===== config.mk =====
export PLATFORM = sky130hd
export DESIGN_NAME = display_arbiter
export DESIGN_NICKNAME = d
export VERILOG_FILES = /design/src/rtl/display_arbiter.sv
export SDC_FILE = /design/constraint.sdc
export NUM_CORES = 1
export LEC_CHECK = 0
export ABC_AREA = 0
export CAP_MARGIN = 25
export CORE_ASPECT_RATIO = 0.7
export CORE_MARGIN = 2
export CORE_UTILIZATION = 55
export DETAILED_ROUTE_END_ITERATION = 7
export DONT_BUFFER_PORTS = 1
export GPL_ROUTABILITY_DRIVEN = 0
export PLACE_DENSITY = 0.71
export SYNTH_ARGS = -nofsm -noshare
export SYNTH_HDL_FRONTEND = slang
export SYNTH_SLANG_ARGS = --single-unit

===== constraint.sdc =====
create_clock -name clk -period 6.6 [get_ports clk]
set_input_delay 1.32 -clock clk [delete_from_list [all_inputs] [get_ports clk]]
set_output_delay 1.32 -clock clk [all_outputs]
set_load 0.005 [all_outputs]

===== src/rtl/display_arbiter.sv =====
// Round-robin arbiter that multiplexes three BCD sources onto one 4-digit display, with hold and blanking gap.
// Latency: req_i to gnt_o 1 cycle, to bcd_o 2 cycles from IDLE; re-arbitration only after HOLD_CYCLES.
// Backpressure: requests are ignored while a value is held; a granted requester is acknowledged by a one-cycle gnt_o.
module display_arbiter #(
    parameter int HOLD_CYCLES = 128,
    parameter int GAP_CYCLES  = 16
) (
    input  logic        clk,
    input  logic        rst_n,
    input  logic [2:0]  req_i,
    input  logic [15:0] data0_i,
    input  logic [15:0] data1_i,
    input  logic [15:0] data2_i,
    output logic [2:0]  gnt_o,
    output logic [15:0] bcd_o,
    output logic        blank_o,
    output logic [1:0]  owner_o,
    output logic        err_o
);

    typedef enum logic [1:0] {S_IDLE, S_LOAD, S_HOLD, S_GAP} state_t;

    localparam logic [15:0] HOLD_LD = 16'(HOLD_CYCLES - 1);
    localparam logic [15:0] GAP_LD  = (GAP_CYCLES > 0) ? 16'(GAP_CYCLES - 1) : 16'd0;
    localparam logic        GAP_EN  = (GAP_CYCLES > 0);

    state_t      r_state, w_state_nxt;
    logic [15:0] r_cnt, w_cnt_nxt;
    logic [1:0]  r_ptr, w_ptr_nxt;
    logic [1:0]  r_win, w_win_nxt;
    logic [2:0]  w_gnt_nxt;
    logic [15:0] w_bcd_nxt;
    logic [1:0]  w_owner_nxt;
    logic        w_blank_nxt, w_err_nxt;
    logic [1:0]  w_pick;
    logic [2:0]  w_sum;
    logic        w_any, w_sel, w_bad;
    logic [15:0] w_sample;

    function automatic logic has_bad_nibble(input logic [15:0] d);
        return (d[15:12] > 4'd9) || (d[11:8] > 4'd9) || (d[7:4] > 4'd9) || (d[3:0] > 4'd9);
    endfunction

    // Scan from r_ptr upward; iterating downward lets the nearest requester win.
    always_comb begin
        w_pick = 2'd0;
        w_sum  = 3'd0;
        w_any  = |req_i;
        for (int k = 2; k >= 0; k--) begin
            w_sum = {1'b0, r_ptr} + 3'(k);
            if (w_sum >= 3'd3) w_sum = w_sum - 3'd3;
            if (req_i[w_sum[1:0]]) w_pick = w_sum[1:0];
        end
    end

    always_comb begin
        case (r_win)
            2'd1:    w_sample = data1_i;
            2'd2:    w_sample = data2_i;
            default: w_sample = data0_i;
        endcase
        w_bad = has_bad_nibble(w_sample);
    end

    always_ff @(posedge clk or negedge rst_n) begin
        if (!rst_n) begin
            r_state <= S_IDLE;
            r_cnt   <= 16'd0;
            r_ptr   <= 2'd0;
            r_win   <= 2'd0;
            gnt_o   <= 3'b000;
            bcd_o   <= 16'h0000;
            blank_o <= 1'b0;
            owner_o <= 2'd3;
            err_o   <= 1'b0;
        end else begin
            r_state <= w_state_nxt;
            r_cnt   <= w_cnt_nxt;
            r_ptr   <= w_ptr_nxt;
            r_win   <= w_win_nxt;
            gnt_o   <= w_gnt_nxt;
            bcd_o   <= w_bcd_nxt;
            blank_o <= w_blank_nxt;
            owner_o <= w_owner_nxt;
            err_o   <= w_err_nxt;
        end
    end

    always_comb begin
        w_state_nxt = r_state;
        case (r_state)
            S_IDLE: if (w_any) w_state_nxt = S_LOAD;
            S_LOAD: w_state_nxt = w_bad ? S_IDLE : S_HOLD;
            S_HOLD: begin
                if (r_cnt == 16'd0) begin
                    if (!w_any)                             w_state_nxt = S_IDLE;
                    else if (GAP_EN && (w_pick != owner_o)) w_state_nxt = S_GAP;
                    else                                    w_state_nxt = S_LOAD;
                end
            end
            S_GAP:  if (r_cnt == 16'd0) w_state_nxt = S_LOAD;
            default: w_state_nxt = S_IDLE;
        endcase
    end

    // The winner and pointer are committed at selection, so a GAP never re-arbitrates.
    always_comb begin
        w_cnt_nxt   = r_cnt;
        w_ptr_nxt   = r_ptr;
        w_win_nxt   = r_win;
        w_gnt_nxt   = 3'b000;
        w_bcd_nxt   = bcd_o;
        w_owner_nxt = owner_o;
        w_err_nxt   = 1'b0;
        w_sel       = ((r_state == S_IDLE) || ((r_state == S_HOLD) && (r_cnt == 16'd0))) && w_any;
        if (w_sel) begin
            w_win_nxt = w_pick;
            w_ptr_nxt = (w_pick == 2'd2) ? 2'd0 : w_pick + 2'd1;
        end
        if (w_state_nxt == S_LOAD) w_gnt_nxt = 3'b001 << w_win_nxt;
        w_blank_nxt = (w_state_nxt == S_GAP);
        case (r_state)
            S_LOAD: begin
                if (w_bad) begin
                    w_err_nxt = 1'b1;
                end else begin
                    w_bcd_nxt   = w_sample;
                    w_owner_nxt = r_win;
                    w_cnt_nxt   = HOLD_LD;
                end
            end
            S_HOLD: begin
                if (r_cnt != 16'd0)             w_cnt_nxt = r_cnt - 16'd1;
                else if (w_state_nxt == S_GAP)  w_cnt_nxt = GAP_LD;
            end
            S_GAP:  if (r_cnt != 16'd0) w_cnt_nxt = r_cnt - 16'd1;
            default: ;
        endcase
    end

endmodule


# --- Word-level counts from Yosys, hierarchy flattened ---
# Cells that the tools add are included.
op_classes:
  n_mux: 30
  magnitude_cmp: 10
  reduce_logical: 13
  n_shift: 1
  n_bitwise: 1
  div: 0
  eq_ne: 12
  multipliers: 0
  addsub: 7
ops:
  columns: ["operator", "n"]
  rows:
  - ["$mux W16", 4]
  - ["$pmux W16 S3", 1]
  - ["$pmux W16 S2", 1]
  - ["$mux W2", 14]
  - ["$gt A4 B4 Y1 const B", 4]
  - ["$logic_not A16 Y1", 1]
  - ["$reduce_bool A16 Y1", 1]
  - ["$sub A16 B1 Y16 const B", 1]
  - ["$eq A2 B2 Y1 const B", 5]
  - ["$lt A2 B3 Y1 const B", 3]
  - ["$pmux W2 S4", 1]
  - ["$bmux W1 S2", 3]
  - ["$eq A2 B1 Y1 const B", 3]
  - ["$ge A3 B2 Y1 const B", 2]
  - ["$sub A2 B2 Y2 const B", 3]
  - ["$mux W1", 5]
  - ["$logic_or A1 B1 Y1", 4]
  - ["$ne A2 B2 Y1 const B", 2]
  - ["$reduce_and A4 Y1", 1]
  - ["$add A2 B1 Y3 const B", 1]
  - ["$add A2 B2 Y3 const B", 1]
  - ["$mux W3", 1]
  - ["$ne A3 B2 Y1 const B", 1]
  - ["$reduce_bool A3 Y1", 1]
  - ["9 further kinds", 10]
word_totals:
  reg_bits: 45
  rom_bits: 0
  latchBits: 0
  memories: 0
  ram_bits: 0

# --- Depth between registers and ports, before layout ---
logic_depth:
  depth_word: 17
  ltp_mapped: 12

# --- Least setup slack after synthesis ---
# OpenSTA, ideal clock, no wires.
synth_timing:
  path_kind: "input to register"
  startpoint: "input port data2_i[10]"
  endpoint: "register r_cnt[11]"
  arrival_ps: 2969
  path_stages: 7
  path_slack_ps: 3505
  required_time_ps: 6474
  path_buffers: 0
  path_cell_list: "a221oi_1 o22ai_1 a22oi_1 nand3_1 a311oi_4 o21ai_2 a221o_1"
synth_between:
  elab_chain_len: 10
  word_cells_on_any_way: 11
  cone_classes: "1 x order compare; 3 x eq/ne; 3 x mux; 4 x reduce/logical"
synth_lines:
  columns: ["item", "line", "source"]
  rows:
  - ["start, declared", "13", "input logic [15:0] data2_i,"]
  - ["$pmux W16 S2", "57", "case (r_win)"]
  - ["$gt A4 B4 Y1", "41", "return (d[15:12] > 4'd9) || (d[11:8] > 4'd9) || (d[7:4] > 4'd9) || (d[3:0] > 4'd9);"]
  - ["$logic_or A1 B1 Y1 (3 in series)", "41", null]
  - ["$mux W2", "93", "S_LOAD: w_state_nxt = w_bad ? S_IDLE : S_HOLD;"]
  - ["$pmux W2 S4", "91", "case (r_state)"]
  - ["$eq A2 B2 Y1", null, null]
  - ["named net w_blank_nxt", "34", "logic w_blank_nxt, w_err_nxt;"]
  - ["$ne A3 B2 Y1 (no line)", null, null]
  - ["$reduce_and A4 Y1 (no line)", null, null]
  - ["end signal, assigned", "78", "r_cnt <= w_cnt_nxt;"]
  - ["end, declared", "28", "logic [15:0] r_cnt, w_cnt_nxt;"]
# The timed path passes the listed nets, and every way through them passes these cells.
# A chain may end at the register's enable or synchronous reset.

# --- Worst setup path in the final report ---
layout_timing:
  startpoint: "register r_win[0]"
  endpoint: "register r_cnt[6]"
layout_between:
  elab_chain_len: 11
  word_cells_on_any_way: 16
  cone_classes: "4 x order compare; 5 x eq/ne; 3 x mux; 4 x reduce/logical"
layout_lines:
  columns: ["item", "line", "source"]
  rows:
  - ["start, declared", "30", "logic [1:0] r_win, w_win_nxt;"]
  - ["start signal, assigned", "80", "r_win <= w_win_nxt;"]
  - ["$eq A2 B2 Y1 or $eq A2 B1 Y1 (tied branches)", "57", null]
  - ["$pmux W16 S2 *", "57", null]
  - ["$gt A4 B4 Y1", "41", null]
  - ["$logic_or A1 B1 Y1 (2 in series)", "41", null]
  - ["$logic_or A1 B1 Y1 *", "41", null]
  - ["$mux W2", "93", null]
  - ["$pmux W2 S4", "91", null]
  - ["$eq A2 B2 Y1", "134", "else if (w_state_nxt == S_GAP) w_cnt_nxt = GAP_LD;"]
  - ["$ne A3 B2 Y1 (no line)", null, null]
  - ["$reduce_and A4 Y1 (no line) *", null, null]
# Every way passes the cells marked *; elsewhere a longest branch is shown, timed or not.

==> summary.md <==
| Metric | Value |
|---|---|
| Fin crit share | 50.80% |
| Worst Setup End Kind | flop |
| # setup viols final | 0 |
| Slew Viols, Final | 0 |
| Commonest non-fill, non-tap cell in the layout | dfrtp_1 |
| WP data arrival | 3.51 ns |
| Cts repair resizes | 0 |
| Die ar. | 5418 um2 |
| Mapped Cells | 278 |
| Share of layout cells above drive strength 1 | 12.00% |
| Post-CTS Setup Inserts | 0 |
| Cell area after synthesis | 2660 um2 |
| Hold path depth | 1 |
| Critical Path RT | 6.76 ns |
| Dpl hpwl | 4354 um |
| Critical setup path kind | flop to flop |
| Layout area overhead | 4.186% |
| RSZ-0062 raised after global routing | false |
| Cell variety after synth | 54 |
| Cell Chain, Critical Path | inv_1 -> ha_1 -> nor2b_1 -> o22ai_1 -> a22oi_1 -> a21boi_1 -> a211oi_4 -> o21a_1 -> a41oi_1 |
| Yosys reg bits | 45 |
| DRC violations left | 0 |
| Total GRT Usage | 22.96% |
| Slew HR | 44.88% |
| R2R depth | 9 |
| Final Net Count | 337 |
| Largest net degree at the start of global routing | 46 |
| Slowest cell on the critical path | ha_1 |
| Outcome | finished, final reports clean |
| 1st-iter DRT viols | 121 |
| Die span in y | 62.19 um |
| Worst-Margin Slew | 0.8268 ns |
| Post-Place Worst Slack | 3.115 ns |
| Yosys warnings | 0 |
| Grt ovf | 0 |
| CTS tree | done |
| VDD IR-drop max | 214.6 uV |
| Multi-input gate area | 1403 um2 |
| Via total after detailed routing | 2114 |
| Clk Latency, worst-skew pair | 0.30 ns |
| First-pass GRT wire length | 9811 um |
| R2r endpoint | r_cnt[6]$_DFFE_PN0P_ |
| Power, Total | 1.295 mW |
| Largest area contributor in the netlist | dfrtp_1 |
| Post-synth EDFFs | 0 |
| DR vias/cell | 6.367 |
| Clock Sinks | 45 |
| Post-synth ARST share | 100.0% |
| Routed WL | 5853 um |
| Syn_area_per_cell | 9.569 um2 |
| I/O pin total | 76 |
| Setup_tns | 0 ns |
| Fmax | 0.2982 GHz |
| Worst reg-to-reg setup slack | 3.25 ns |
| Std cell rows | 21 |
| Most frequent cells in the layout | dfrtp_1, nand2_1, a21oi_1 |
| Pre-antenna DRT Iters | 5 |
| Leakage power | 1.164 nW |
| Core area | 4730 um2 |
| Startpoint Class | flop |
| Min-delay src | r_cnt[15]$_DFFE_PN0P_ |
| Seq/Total Area, Yosys | 42.43% |
| Final min period | 3.353 ns |
| # Max-Cap Violations | 0 |
| H-Tree Depth | 2 |
| Yosys top cell area share | 40.45% |
| Final cell count without fillers | 332 |
| Clock root buffer master | clkbuf_8 |
| Final Hold Viols | 0 |
| Port bufs | 0 |
| Post-Syn Nets | 341 |
| R2r startpoint | r_win[0]$_DFF_PN0_ |
| Storage element area | 1129 um2 |
| Placed Cells | 324 |
| Design area | 2771 um2 |
| Die width | 87.12 um |
| Vias in the first global route | 1938 |
| Initial antenna violation count | 0 |
| Drt wl/cell | 17.63 um |
| Worst setup margin | 3.247 ns |
| Post-CTS Hold Buffers | 0 |
| Filler cells | 426 |
| Num CTS Buffers | 5 |
| Max Buffers Root-to-Sink | 2 |
| N_diodes | 0 |
| Starting Density | 56.24% |
| Clock-pin slew on the worst setup and hold paths | 0.09 ns |
| Leading register cell type out of synthesis | dfrtp_1 |
| Area contributors post-synth | dfrtp_1, ha_1, nand2_1, a21oi_1, a22oi_1 |
| Placed cell area | 2670 um2 |
| Pwr/cell area | 467.3 nW/um2 |
| DRT antenna net count | 0 |
| Max Clock Skew | 0.007297 ns |
| CP max FO | 32 |
| Hold Path Class | flop to flop |
| Worst Hold End | r_cnt[15]$_DFFE_PN0P_ |
| Largest stage delay, worst path | 0.83 ns |
==> per-layer routing <==
| metal | part of all wire, % | GRT usage [%] | vias up |
|---|---|---|---|
| met3 | 8.3 | 6.516 | 6 |
| met1 | 49 | 35.87 | 989 |
| li1 | - | - | 1025 |
| met4 | 0.82 | 4.038 | 0 |
| met2 | 42 | 32.06 | 94 |
| met5 | 0 | 0 | - |
==> worst max path at each step <==
stage                       start                    end  depth (start not counted)
2_1_floorplan         data2_i[10]  r_cnt[11]$_DFFE_PN0P_                          7
3_3_place_gp          data2_i[10]   r_cnt[4]$_DFFE_PN0P_                          7
3_5_place_dp          data2_i[10]   r_cnt[4]$_DFFE_PN0P_                          7
4_1_cts        r_win[0]$_DFF_PN0_   r_cnt[4]$_DFFE_PN0P_                          9
5_1_grt        r_win[0]$_DFF_PN0_   r_cnt[6]$_DFFE_PN0P_                          9
6_report       r_win[0]$_DFF_PN0_   r_cnt[6]$_DFFE_PN0P_                          9
==> registers in the layout, summed over array words and instances (netlist names) <==
register and flops:
bcd_o 16, blank_o 1, err_o 1, gnt_o 3, owner_o 2, r_cnt 16
r_ptr 2, r_state 2, r_win 2
==> worst max-delay path: cells and delay by family (launching register included) <==
kind                     cells  cell delay, ns
AO/OA/AOI/OAI                6            1.67
adder cells (fa/ha/maj)      1            0.83
buffers and inverters        1            0.08
flip-flops                   1            0.37
AND/OR/NAND/NOR              1            0.26
==> report_power, final <==
group | leakage [nW] | switching [mW] | total, mW | internal [mW]
clock network | 0.0542 | 0.0945 | 0.189 | 0.0948
logic | 0.553 | 0.430 | 0.664 | 0.234
registers | 0.557 | 0.0758 | 0.442 | 0.366
total | 1.16 | 0.600 | 1.30 | 0.695
==> area by class of cell <==
cell class                      instances  share of cell area [%]
Clock inverter                          1                  0.1806
Multi-Input combinational cell        205                   50.61
Clock buffer                            7                   3.476
Timing Repair Buffer                    1                  0.2709
Sequential cell                        45                   40.72
Inverter                               16                   2.167
Tap cell                               57                   2.573
==> per-stage QoR <==
stage,hold WS (ns),util (%)
2_1_floorplan,0.4512,-
3_3_place_gp,0.4781,56.46
3_5_place_dp,0.4817,56.46
4_1_cts,0.4932,58.60
5_1_grt,0.5196,58.60
6_report,0.4925,58.60
==> cell families (layout without fill, tap and decap cells) <==
kind of cell             after synthesis  after routing  synth area share (%)
AO/OA/AOI/OAI                        104            104                 28.46
multiplexers                           4              4                 1.693
XOR/XNOR                               2              2                0.6586
flip-flops                            45             45                 42.43
AND/OR/NAND/NOR                       84             84                 16.84
adder cells (fa/ha/maj)               11             11                 5.080
buffers and inverters                 28             25                 4.845
==> synthesized netlist by cell type, types with 2 or more instances <==
cell / count
a21o_1: 3
a21oi_1: 20
a221oi_1: 6
a221oi_2: 2
a22oi_1: 11
a31oi_1: 8
a41oi_1: 2
buf_2: 7
buf_4: 2
clkbuf_1: 2
dfrtp_1: 43
dfstp_2: 2
ha_1: 10
inv_1: 16
mux2_2: 4
nand2_1: 30
nand2b_1: 2
nand3_1: 4
nor2_1: 15
nor2b_1: 9
nor3_1: 7
nor4_1: 4
nor4b_1: 3
o21a_1: 6
o21ai_0: 11
o21ai_1: 7
o21ai_2: 2
o22ai_1: 4
o31ai_1: 10
xor2_1: 2
Note: power is estimated with default switching activity, not from simulation.
